`src/rtl/vga_fb_arbiter.sv`:
```
// vga_fb_arbiter: shares one frame-buffer RAM between VGA scanout and a client.
// Define FB_VBLANK_WRITE_EN to restrict client writes to vertical blanking.
module vga_fb_arbiter #(
  parameter int XW    = 8,
  parameter int YW    = 8,
  parameter int SHIFT = 2,
  parameter int DW    = 12
) (
  input  logic               clk_vga,
  input  logic               rst_n,
  input  logic [10:0]        hc_visible,
  input  logic [10:0]        vc_visible,
  input  logic               hs,
  input  logic               vs,
  output logic [DW-1:0]      pix,
  output logic               hs_o,
  output logic               vs_o,
  input  logic               req_valid,
  input  logic               req_we,
  input  logic [XW+YW-1:0]   req_addr,
  input  logic [DW-1:0]      req_wdata,
  output logic               req_ready,
  output logic               rsp_valid,
  output logic [DW-1:0]      rsp_data,
  output logic               frame_start,
  output logic [XW+YW-1:0]   mem_addr,
  output logic               mem_we,
  output logic [DW-1:0]      mem_wdata,
  input  logic [DW-1:0]      mem_rdata
);

  localparam logic [10:0] PMASK = 11'((1 << SHIFT) - 1);

  typedef enum logic {SYNC, RUN} state_t;

  state_t state, state_nxt;

  logic              visible;
  logic              slot;
  logic [10:0]       hm1;
  logic [10:0]       vm1;
  logic [XW-1:0]     disp_x;
  logic [YW-1:0]     disp_y;
  logic              wr_block;
  logic              xfer;
  logic              rd_acc;
  logic              vs_q;
  logic              vs_rise;
  logic              vs_fall;
  logic              hs_d1;
  logic              vs_d1;
  logic              vis_d1;
  logic              vis_d2;
  logic              disp_p1;
  logic              rd_p1;
  logic [DW-1:0]     pix_hold;

  assign visible = (hc_visible != 11'd0) && (vc_visible != 11'd0);
  assign hm1     = hc_visible - 11'd1;
  assign vm1     = vc_visible - 11'd1;
  assign slot    = visible && ((hm1 & PMASK) == 11'd0) && (state == RUN);
  assign disp_x  = XW'(hm1 >> SHIFT);
  assign disp_y  = YW'(vm1 >> SHIFT);

`ifdef FB_VBLANK_WRITE_EN
  // writes wait for vertical blanking so a frame never shows a partial update
  assign wr_block = req_we && (vc_visible != 11'd0);
`else
  assign wr_block = 1'b0;
`endif

  assign req_ready = !slot && !wr_block;
  assign xfer      = req_valid && req_ready;
  assign rd_acc    = xfer && !req_we;
  assign mem_addr  = slot ? {disp_y, disp_x} : req_addr;
  assign mem_we    = xfer && req_we;
  assign mem_wdata = req_wdata;

  assign vs_rise = vs && !vs_q;
  assign vs_fall = !vs && vs_q;

  always_comb begin
    state_nxt = state;
    case (state)
      SYNC:    if (vs_rise) state_nxt = RUN;
      RUN:     state_nxt = RUN;
      default: state_nxt = SYNC;
    endcase
  end

  always_ff @(posedge clk_vga or negedge rst_n) begin
    if (!rst_n) begin
      state       <= SYNC;
      vs_q        <= 1'b1;
      hs_d1       <= 1'b1;
      vs_d1       <= 1'b1;
      hs_o        <= 1'b1;
      vs_o        <= 1'b1;
      vis_d1      <= 1'b0;
      vis_d2      <= 1'b0;
      disp_p1     <= 1'b0;
      rd_p1       <= 1'b0;
      pix_hold    <= '0;
      rsp_valid   <= 1'b0;
      rsp_data    <= '0;
      frame_start <= 1'b0;
    end else begin
      state       <= state_nxt;
      vs_q        <= vs;
      hs_d1       <= hs;
      vs_d1       <= vs;
      hs_o        <= hs_d1;
      vs_o        <= vs_d1;
      vis_d1      <= visible;
      vis_d2      <= vis_d1;
      disp_p1     <= slot;
      rd_p1       <= rd_acc;
      rsp_valid   <= rd_p1;
      frame_start <= (state == RUN) && vs_fall;
      if (disp_p1) pix_hold <= mem_rdata;
      if (rd_p1)   rsp_data <= mem_rdata;
    end
  end

  assign pix = vis_d2 ? pix_hold : '0;

endmodule

```
`config.mk`:
```
export PLATFORM = sky130hd
export DESIGN_NAME = vga_fb_arbiter
export DESIGN_NICKNAME = d
export VERILOG_FILES = /design/src/rtl/vga_fb_arbiter.sv
export SDC_FILE = /design/constraint.sdc
export NUM_CORES = 1
export LEC_CHECK = 0
export CORE_MARGIN = 4
export CORE_UTILIZATION = 39
export DETAILED_ROUTE_END_ITERATION = 8
export GPL_TIMING_DRIVEN = 0
export PLACE_DENSITY = 0.94
export SLEW_MARGIN = 30
export SYNTH_ARGS = -nofsm -noshare
export SYNTH_HDL_FRONTEND = slang
export SYNTH_SLANG_ARGS = --single-unit
```
`constraint.sdc`:
```
create_clock -name clk_vga -period 8 [get_ports clk_vga]
set_clock_uncertainty 0.15 [all_clocks]
set_input_delay 2 -clock clk_vga [delete_from_list [all_inputs] [get_ports clk_vga]]
set_output_delay 2 -clock clk_vga [all_outputs]
set_load 0.1 [all_outputs]
```
After elaboration in Yosys (flattened, before gate mapping)
Index checks and enable logic that the tools add are counted.

storage, ports and cells
  register bits after elaboration = 35
  word-level logic and storage cells = 36

cells by class
  add/sub/neg operators = 2
  mux-type cells = 4
  bitwise logic cells = 1
  reductions and logical operators = 16

operators with widths
  kind                     count
  $reduce_bool A11 Y1      2
  $sub A10 B1 Y10 const B  2
  $mux W16                 1
  $mux W12                 1
  $logic_not A11 Y1        1
  $logic_and A1 B1 Y1      9
  $logic_not A1 Y1         4
  $pmux W1 S2              1
  $mux W1                  1
  $not A1 Y1               1

Logic depth before layout (Yosys ltp)
Gate-level depths: netlist (run 1).

  depth after elaboration = 7
  mapped depth = 7
  depth with buffers taken out = 4

Worst setup path after synthesis (run 1)
Ideal clock, no wire load.

  kind = input -> output
  from = input port vc_visible[1]
  to = output port mem_addr[15]
  arrival = 4.933 ns
  data required time = 5.850 ns
  slack = 0.917 ns
  stages = 5
  path buffers = 1
  cell sequence = or4_4 > buf_6 > nor3_1 > nor3_1 > nor3_1

on the way
  longest elaborated chain between the ends = 5
  elaborated cells between the ends (all ways) = 6
  those cells by class = add/sub (1); mux (1); reduce/logical (4)

ends and longest elaborated chain
  what                                                     RTL line  source
  start: declaration                                       12        input logic [10:0] vc_visible,
  branches (longest 4 deep; another with $sub A10 B1 Y10)  -
  $mux W16 *                                               75        assign mem_addr = slot ? {disp_y, disp_x} : req_addr;
  end: declaration                                         26        output logic [XW+YW-1:0] mem_addr,

Every way passes the cells marked *.

Worst setup path after layout (run 1)
  from = input port vc_visible[1]
  to = output port mem_addr[11]

Same word-level chain as after synthesis.

==> metrics.txt, run 1 <==
# TYPE chip_impl_metric gauge
chip_impl_info{name="status",value="completed"} 1
chip_impl_metric{name="report.final.setup_viol",unit=""} 0
chip_impl_info{name="timing.critical_path.to_type",value="output port"} 1
chip_impl_metric{name="maximum_number_of_pins_on_one_net_before_global_route_repair",unit=""} 21
chip_impl_metric{name="cts_buffers",unit=""} 5
chip_impl_info{name="cp_top_family",value="buffers and inverters"} 1
chip_impl_info{name="cts_root_buffer",value="sky130_fd_sc_hd__clkbuf_8"} 1
chip_impl_metric{name="min_period_over_period",unit="%"} 91.3
chip_impl_metric{name="top_level_ports",unit=""} 126
chip_impl_metric{name="ctsHoldBuffers",unit=""} 0
chip_impl_metric{name="fillers",unit=""} 344
chip_impl_info{name="critical_path.reg2reg.startpoint",value="rd_p1"} 1
chip_impl_metric{name="global_route.usage.met3",unit="%"} 6.88
chip_impl_metric{name="num_antenna_cells",unit=""} 0
chip_impl_metric{name="maxSlewViolCount",unit=""} 0
chip_impl_metric{name="die_area",unit="um^2"} 6130
chip_impl_metric{name="finalWeightedCongestion",unit=""} 0.761
chip_impl_metric{name="syn-num-nets",unit=""} 226
chip_impl_metric{name="wl_per_cell",unit="um"} 14.2
chip_impl_info{name="min_from",value="vis_d1"} 1
chip_impl_metric{name="synth_top_area_share",unit="%"} 40.3
chip_impl_metric{name="layout.nets",unit=""} 347
chip_impl_info{name="synth_ff_type",value="sky130_fd_sc_hd__dfrtp_1"} 1
chip_impl_metric{name="min_path_cells",unit=""} 0
chip_impl_metric{name="areaGrowthSynthToFinish",unit="%"} 69.4
chip_impl_metric{name="synthesized_netlist_cell_count",unit=""} 158
chip_impl_info{name="cts_tree",value="yes"} 1
chip_impl_metric{name="syn_avg_cell_area",unit="um^2"} 12.2
chip_impl_metric{name="power",unit="uW"} 754
chip_impl_metric{name="drtAntennaViolNets",unit=""} 0
chip_impl_metric{name="synth-async-reset-ratio",unit="%"} 100
chip_impl_info{name="critical_path.cell_chain",value="clkdlybuf4s50_1, or4_4, buf_6, or3_4, buf_6, nand2_8, buf_12, mux2_4, clkdlybuf4s50_1"} 1
chip_impl_metric{name="timing.critical_path.required",unit="ns"} 5.85
chip_impl_metric{name="gr-total-overflow",unit=""} 0
chip_impl_metric{name="fin_crit",unit="ns"} 7.30
chip_impl_info{name="worst-setup-path-type",value="in2out"} 1
chip_impl_metric{name="max_clock_freq",unit="MHz"} 137
chip_impl_info{name="synth_commonest_cells",value="31 x sky130_fd_sc_hd__dfrtp_1, 29 x sky130_fd_sc_hd__mux2_2, 13 x sky130_fd_sc_hd__and2_1"} 1
chip_impl_metric{name="port-buffer-count",unit=""} 113
chip_impl_metric{name="clock_sinks",unit=""} 35
chip_impl_metric{name="number_of_antenna_violations_at_the_first_check_in_global_routing",unit=""} 0
chip_impl_metric{name="grt_first_pass_wirelength",unit="um"} 8010
chip_impl_metric{name="relSlewSlack",unit="%"} 33.2
chip_impl_metric{name="global_route.usage.total",unit="%"} 16.5
chip_impl_metric{name="synth_edf_count",unit=""} 0
chip_impl_metric{name="drt_first_pass_iters",unit=""} 4
chip_impl_info{name="cp_slowest_cell",value="sky130_fd_sc_hd__clkdlybuf4s50_1"} 1
chip_impl_info{name="global_route.peak_usage_layer",value="met2"} 1
chip_impl_metric{name="synth_cell_type_count",unit=""} 42
chip_impl_metric{name="finalHoldViolations",unit=""} 0
chip_impl_metric{name="h_tree_depth",unit=""} 2
chip_impl_metric{name="proportion_of_synthesized_chip_area_in_sequential_cells",unit="%"} 45.7
chip_impl_metric{name="irDropWorstVdd",unit="uV"} 106
chip_impl_metric{name="initial_standard_cell_utilization_of_the_core",unit="%"} 40.5
chip_impl_info{name="yosys.cell_count.top_type",value="sky130_fd_sc_hd__dfrtp_1"} 1
chip_impl_metric{name="first_global_vias",unit=""} 1807
chip_impl_metric{name="max-clock-path-buffers",unit=""} 2
chip_impl_info{name="yosys.area.top_type",value="sky130_fd_sc_hd__dfrtp_1"} 1
chip_impl_metric{name="synth_area",unit="um^2"} 1930
chip_impl_metric{name="routed_wl",unit="um"} 4920
chip_impl_metric{name="fp.dieH",unit="um"} 78.3
chip_impl_metric{name="grtUsageMet1",unit="%"} 18.8
chip_impl_metric{name="drt-initial-drc-count",unit=""} 28
chip_impl_metric{name="tightestPinTransition",unit="ns"} 0.998
chip_impl_info{name="timing.hold.worst_endpoint",value="vis_d2"} 1
chip_impl_info{name="worst_hold_path_type",value="reg2reg"} 1
chip_impl_metric{name="layout-drive-gt1-share",unit="%"} 25.7
chip_impl_metric{name="max_cap_violations",unit=""} 0
chip_impl_metric{name="cp_num_buf_inv",unit=""} 5
chip_impl_metric{name="critPathArrivalTime",unit="ns"} 5.15
chip_impl_metric{name="cpPeakStageDelay",unit="ns"} 1.13
chip_impl_metric{name="vias_per_cell",unit=""} 4.74
chip_impl_metric{name="detailed_place_hpwl",unit="um"} 4160
chip_impl_metric{name="via_count",unit=""} 1646
chip_impl_metric{name="drt_drc_violations_left",unit=""} 0
chip_impl_metric{name="power.static_leakage",unit="uW"} 0.00133
chip_impl_info{name="critPathLaunchType",value="primary input"} 1
chip_impl_metric{name="setup_tns",unit="ns"} 0
chip_impl_metric{name="yosys_warnings",unit=""} 0
chip_impl_info{name="reg_to_reg_critical_path_endpoint",value="rsp_data[5]"} 1
chip_impl_info{name="yosys-top-cells-area",value="sky130_fd_sc_hd__dfrtp_1 40%, sky130_fd_sc_hd__mux2_2 17%, sky130_fd_sc_hd__dfstp_2 5.5%"} 1
chip_impl_info{name="rsz0062_at_grt",value="false"} 1
chip_impl_metric{name="met2_usage",unit="%"} 28.1
chip_impl_metric{name="postCtsSetupBuffers",unit=""} 0
chip_impl_metric{name="synth_seq_cells",unit=""} 35
chip_impl_metric{name="ff2ff_path_depth",unit=""} 2
chip_impl_metric{name="cp_max_fo",unit=""} 10
chip_impl_metric{name="r2r_setup_slack",unit="ns"} 6.47
chip_impl_metric{name="core.rowCount",unit=""} 25
chip_impl_metric{name="clkLatencyLatePin",unit="ns"} 0.28
chip_impl_metric{name="worst_setup_hold_path_clk_slew",unit="ns"} 0.06
chip_impl_metric{name="core_area",unit="um^2"} 4750
chip_impl_metric{name="number_of_gates_given_a_new_drive_strength_after_cts",unit=""} 0
chip_impl_metric{name="die_width",unit="um"} 78.3
chip_impl_metric{name="pwr_density_cell",unit="nW/um^2"} 231
sequential cells by signal, indices dropped and copies added, names as in the netlist:
name / flops
vis_d2: 1
rd_p1: 1
vis_d1: 1
hs_o: 1
vs_o: 1
pix_hold: 12
rsp_data: 12
vs_d1: 1
rsp_valid: 1
state: 1
hs_d1: 1
frame_start: 1
disp_p1: 1
report_power, final:
group          total, uW  switching, uW  internal [uW]
Sequential           212           10.5            201
Clock                134           55.2           78.4
Combinational        409            292            117
Total                754            358            397
cell families after synthesis:
logic type	Yosys count	synth area share (%)
AOI/OAI and AO/OA	15	6.23
xor gates and xnor gates	6	2.73
buffers and inverters	21	8.57
DFF	35	45.7
muxes	34	20.8
and+or+nand+nor	47	15.9
metal layers:
| metal | vias to the layer above | routed length, um |
|---|---|---|
| met5 | - | 0 |
| met4 | 0 | 59 |
| met2 | 99 | 2410 |
| met1 | 748 | 1900 |
| met3 | 7 | 545 |
| li1 | 792 | - |
cells in the final DEF, fill, tap and decap left out, types with 2 or more instances in the layout:
cell type                         instances
sky130_fd_sc_hd__nor4_1                   2
sky130_fd_sc_hd__nor2_1                   4
sky130_fd_sc_hd__clkbuf_1                 2
sky130_fd_sc_hd__clkbuf_8                 8
sky130_fd_sc_hd__nand2b_1                 3
sky130_fd_sc_hd__a21bo_2                  3
sky130_fd_sc_hd__buf_1                    2
sky130_fd_sc_hd__buf_4                   12
sky130_fd_sc_hd__nand2_1                  2
sky130_fd_sc_hd__o22a_1                   2
sky130_fd_sc_hd__buf_6                    2
sky130_fd_sc_hd__dfstp_2                  4
sky130_fd_sc_hd__nor2b_1                  2
sky130_fd_sc_hd__and2_1                  13
sky130_fd_sc_hd__o21ai_0                  2
sky130_fd_sc_hd__clkdlybuf4s50_1        112
sky130_fd_sc_hd__xor2_1                   5
sky130_fd_sc_hd__inv_1                    2
sky130_fd_sc_hd__dfrtp_1                 31
sky130_fd_sc_hd__nor3_1                   5
sky130_fd_sc_hd__mux2_4                   5
sky130_fd_sc_hd__nand4_1                  3
sky130_fd_sc_hd__mux2_2                  29
sky130_fd_sc_hd__or3_1                    2
sky130_fd_sc_hd__or4_1                    3
worst max-delay path by stage:
stage / to / start / cells past startpoint
floorplan: mem_addr[15] / vc_visible[1] / 5
global placement: mem_addr[8] / vc_visible[1] / 9
detailed placement: mem_addr[11] / vc_visible[1] / 9
CTS: mem_addr[11] / vc_visible[1] / 9
global route: mem_we / vc_visible[1] / 8
finish: mem_addr[11] / vc_visible[1] / 9
stage by stage:
| stage | setup slack [ns] | utilization [%] | hold slack [ns] | area (um^2) | cells |
|---|---|---|---|---|---|
| 2_1_floorplan | 0.917 | - | 0.181 | 1930 | 158 |
| 3_3_place_gp | 0.712 | 66.1 | 0.186 | 3140 | 338 |
| 3_5_place_dp | 0.691 | 66.6 | 0.186 | 3160 | 339 |
| 4_1_cts | 0.680 | 68.7 | 0.200 | 3260 | 347 |
| 5_1_grt | 0.577 | 68.7 | 0.203 | 3260 | 347 |
| 6_report | 0.697 | 68.7 | 0.198 | 3260 | 347 |
cell type report:
cell class	instances	area [um^2]	area share [%]
multi-input cells	102	881	27.0
clock buffers	8	100	3.07
repair buffers	114	1150	35.3
well taps	67	83.8	2.57
plain buffers	19	158	4.83
flip-flops and latches	35	881	27.0
inverters	2	7.51	0.230
Power figures use the tool's default switching activity.
==> run 2, diff against run 1 <==
Settings changed: HOLD_SLACK_MARGIN set to 0.12.
==> results of run 2 <==
Final layout, timing and power as in run 1 (identical DEF).
==> run 3, diff against run 2 <==
Settings changed: PLACE_DENSITY 0.94 to 0.85.
==> run 3 against run 2 <==
Combinational power hardly changed. Total power is 0.10% higher. Flip-flop and latch count stayed put. Core utilization stayed put. Sequential power hardly changed. Largest power group unchanged.
==> metrics.txt, run 3 (synthesis gave the netlist of run 1 again) <==
# TYPE chip_impl_metric gauge
chip_impl_metric{name="port-buffer-count",unit=""} 113
chip_impl_info{name="worst_setup_path_endpoint",value="mem_addr[12]"} 1
chip_impl_metric{name="report.final.setup_viol",unit=""} 0
chip_impl_metric{name="postCtsSetupBuffers",unit=""} 0
chip_impl_metric{name="drt-initial-drc-count",unit=""} 64
chip_impl_metric{name="num_antenna_cells",unit=""} 0
chip_impl_metric{name="pwr_density_cell",unit="nW/um^2"} 231
chip_impl_metric{name="first_global_vias",unit=""} 1740
chip_impl_metric{name="worst_setup_hold_path_clk_slew",unit="ns"} 0.06
chip_impl_metric{name="intPower",unit="uW"} 397
chip_impl_metric{name="ctsHoldBuffers",unit=""} 0
chip_impl_metric{name="detailed_place_hpwl",unit="um"} 4080
chip_impl_metric{name="r2r_setup_slack",unit="ns"} 6.43
chip_impl_metric{name="final_core_util",unit="%"} 68.7
chip_impl_metric{name="fillers",unit=""} 359
chip_impl_info{name="rsz0062_at_grt",value="false"} 1
chip_impl_info{name="worst_hold_path_type",value="reg2reg"} 1
chip_impl_metric{name="initial_standard_cell_utilization_of_the_core",unit="%"} 40.5
chip_impl_info{name="cts_root_buffer",value="sky130_fd_sc_hd__clkbuf_8"} 1
chip_impl_metric{name="wl_per_cell",unit="um"} 14.1
chip_impl_metric{name="drtAntennaViolNets",unit=""} 0
chip_impl_info{name="min_from",value="vis_d1"} 1
chip_impl_metric{name="cts_buffers",unit=""} 5
chip_impl_metric{name="number_of_antenna_violations_at_the_first_check_in_global_routing",unit=""} 0
chip_impl_metric{name="global_route.usage.total",unit="%"} 16.0
chip_impl_metric{name="finish.cell_count_without_fillers",unit=""} 347
chip_impl_metric{name="max_cap_violations",unit=""} 0
chip_impl_info{name="status",value="completed"} 1
chip_impl_metric{name="relSlewSlack",unit="%"} 33.4
chip_impl_info{name="timing.critical_path.to_type",value="output port"} 1
chip_impl_info{name="biggestRegsByFlops",value="pix_hold (12), rsp_data (12)"} 1
chip_impl_metric{name="timing.critical_path.required",unit="ns"} 5.85
chip_impl_metric{name="cp_max_fo",unit=""} 10
chip_impl_metric{name="drt_drc_violations_left",unit=""} 0
chip_impl_metric{name="clock_sinks",unit=""} 35
chip_impl_metric{name="die_area",unit="um^2"} 6130
chip_impl_info{name="final_cell_mix",value="112 x sky130_fd_sc_hd__clkdlybuf4s50_1, 31 x sky130_fd_sc_hd__dfrtp_1, 29 x sky130_fd_sc_hd__mux2_2"} 1
chip_impl_metric{name="h_tree_depth",unit=""} 2
chip_impl_metric{name="gr-total-overflow",unit=""} 0
chip_impl_metric{name="place_worst_setup_slack",unit="ns"} 0.691
chip_impl_metric{name="pwr-share-clk",unit="%"} 17.9
chip_impl_metric{name="max_clock_freq",unit="MHz"} 137
chip_impl_metric{name="seq_power_share",unit="%"} 28.0
chip_impl_metric{name="routed_wl",unit="um"} 4890
chip_impl_info{name="final_common_cell",value="sky130_fd_sc_hd__clkdlybuf4s50_1"} 1
chip_impl_metric{name="maximum_number_of_pins_on_one_net_before_global_route_repair",unit=""} 21
chip_impl_metric{name="tightestPinTransition",unit="ns"} 0.996
chip_impl_metric{name="power.share.switching",unit="%"} 47.5
chip_impl_metric{name="maxSlewViolCount",unit=""} 0
chip_impl_metric{name="top_level_ports",unit=""} 126
chip_impl_metric{name="via_count",unit=""} 1655
chip_impl_metric{name="critPathArrivalTime",unit="ns"} 5.15
chip_impl_metric{name="timing.final.ws_setup",unit="ns"} 0.701
chip_impl_metric{name="numPlacedInstances",unit=""} 339
chip_impl_info{name="worst-setup-path-type",value="in2out"} 1
chip_impl_metric{name="areaGrowthSynthToFinish",unit="%"} 69.4
chip_impl_info{name="cts_tree",value="yes"} 1
chip_impl_metric{name="power.static_leakage",unit="uW"} 0.00133
chip_impl_metric{name="ff2ff_path_depth",unit=""} 2
chip_impl_metric{name="pwr-share-comb",unit="%"} 54.1
chip_impl_info{name="critical_path.reg2reg.startpoint",value="rd_p1"} 1
chip_impl_metric{name="layout.nets",unit=""} 347
chip_impl_info{name="reg_to_reg_critical_path_endpoint",value="rsp_data[6]"} 1
chip_impl_info{name="worst_setup_path_startpoint",value="vc_visible[1]"} 1
chip_impl_metric{name="setup_tns",unit="ns"} 0
chip_impl_metric{name="net-switching-power",unit="uW"} 359
chip_impl_info{name="critPathLaunchType",value="primary input"} 1
chip_impl_metric{name="grt_first_pass_wirelength",unit="um"} 7930
chip_impl_metric{name="finalHoldViolations",unit=""} 0
chip_impl_metric{name="fp.dieH",unit="um"} 78.3
chip_impl_metric{name="irDropWorstVdd",unit="uV"} 103
chip_impl_metric{name="power",unit="uW"} 755
chip_impl_metric{name="fin_crit",unit="ns"} 7.30
chip_impl_metric{name="finalWeightedCongestion",unit=""} 0.683
chip_impl_metric{name="layout-drive-gt1-share",unit="%"} 25.7
chip_impl_metric{name="number_of_gates_given_a_new_drive_strength_after_cts",unit=""} 0
chip_impl_metric{name="vias_per_cell",unit=""} 4.77
chip_impl_metric{name="die_width",unit="um"} 78.3
chip_impl_metric{name="drt_first_pass_iters",unit=""} 4
chip_impl_metric{name="min_period_over_period",unit="%"} 91.2
chip_impl_metric{name="clkLatencyLatePin",unit="ns"} 0.27
chip_impl_metric{name="core.rowCount",unit=""} 25
chip_impl_metric{name="core_area",unit="um^2"} 4750
chip_impl_metric{name="max-clock-path-buffers",unit=""} 2
## run 3: cell counts in the layout (fill, tap and decap cells not counted)
Identical to the previous run, type by type.
## run 3: how the worst min path moves through the flow
stage | endpoint | depth (start not counted)
detailed placement | vis_d2 | 0
floorplan | vis_d2 | 0
global placement | vis_d2 | 0
finish | vis_d2 | 0
CTS | vis_d2 | 0
global route | hs_o | 0
## run 3: power groups by stage
stage	logic, uW	clock network [uW]	registers (uW)
after floorplan	210	0	304
after global placement	407	0	213
after detailed placement	410	0	215
after CTS	411	140	212
after global routing	421	146	215
final	409	135	211
## run 3: stage by stage
step	area, um^2	hold slack (ns)
global placement	3140	0.186
finish	3260	0.199
CTS	3260	0.200
floorplan	1930	0.181
detailed placement	3160	0.185
global route	3260	0.218
## run 3: final cells by class
| class | count | area [um^2] | area share (%) |
|---|---|---|---|
| inverter | 2 | 7.51 | 0.230 |
| buffer | 19 | 158 | 4.83 |
| timing repair buffer | 114 | 1150 | 35.3 |
| sequential | 35 | 881 | 27.0 |
| tap | 67 | 83.8 | 2.57 |
| multi-input combinational | 102 | 881 | 27.0 |
| clock buffer | 8 | 100 | 3.07 |
## run 3: layer usage
| metal | part of all wire, % | track usage [%] | wire, um |
|---|---|---|---|
| met2 | 46 | 25.7 | 2270 |
| met4 | 0.96 | 3.67 | 47 |
| met5 | 0 | 0 | 0 |
| met3 | 14 | 8.49 | 684 |
| met1 | 39 | 18.9 | 1890 |
## run 3: critical path: stages
cell and delay, ns:
sky130_fd_sc_hd__clkdlybuf4s50_1 0.44, sky130_fd_sc_hd__or4_4 0.54, sky130_fd_sc_hd__buf_6 0.15, sky130_fd_sc_hd__or3_4 0.36
sky130_fd_sc_hd__buf_6 0.15, sky130_fd_sc_hd__nand2_8 0.08, sky130_fd_sc_hd__buf_12 0.14, sky130_fd_sc_hd__mux2_4 0.15
sky130_fd_sc_hd__clkdlybuf4s50_1 1.14
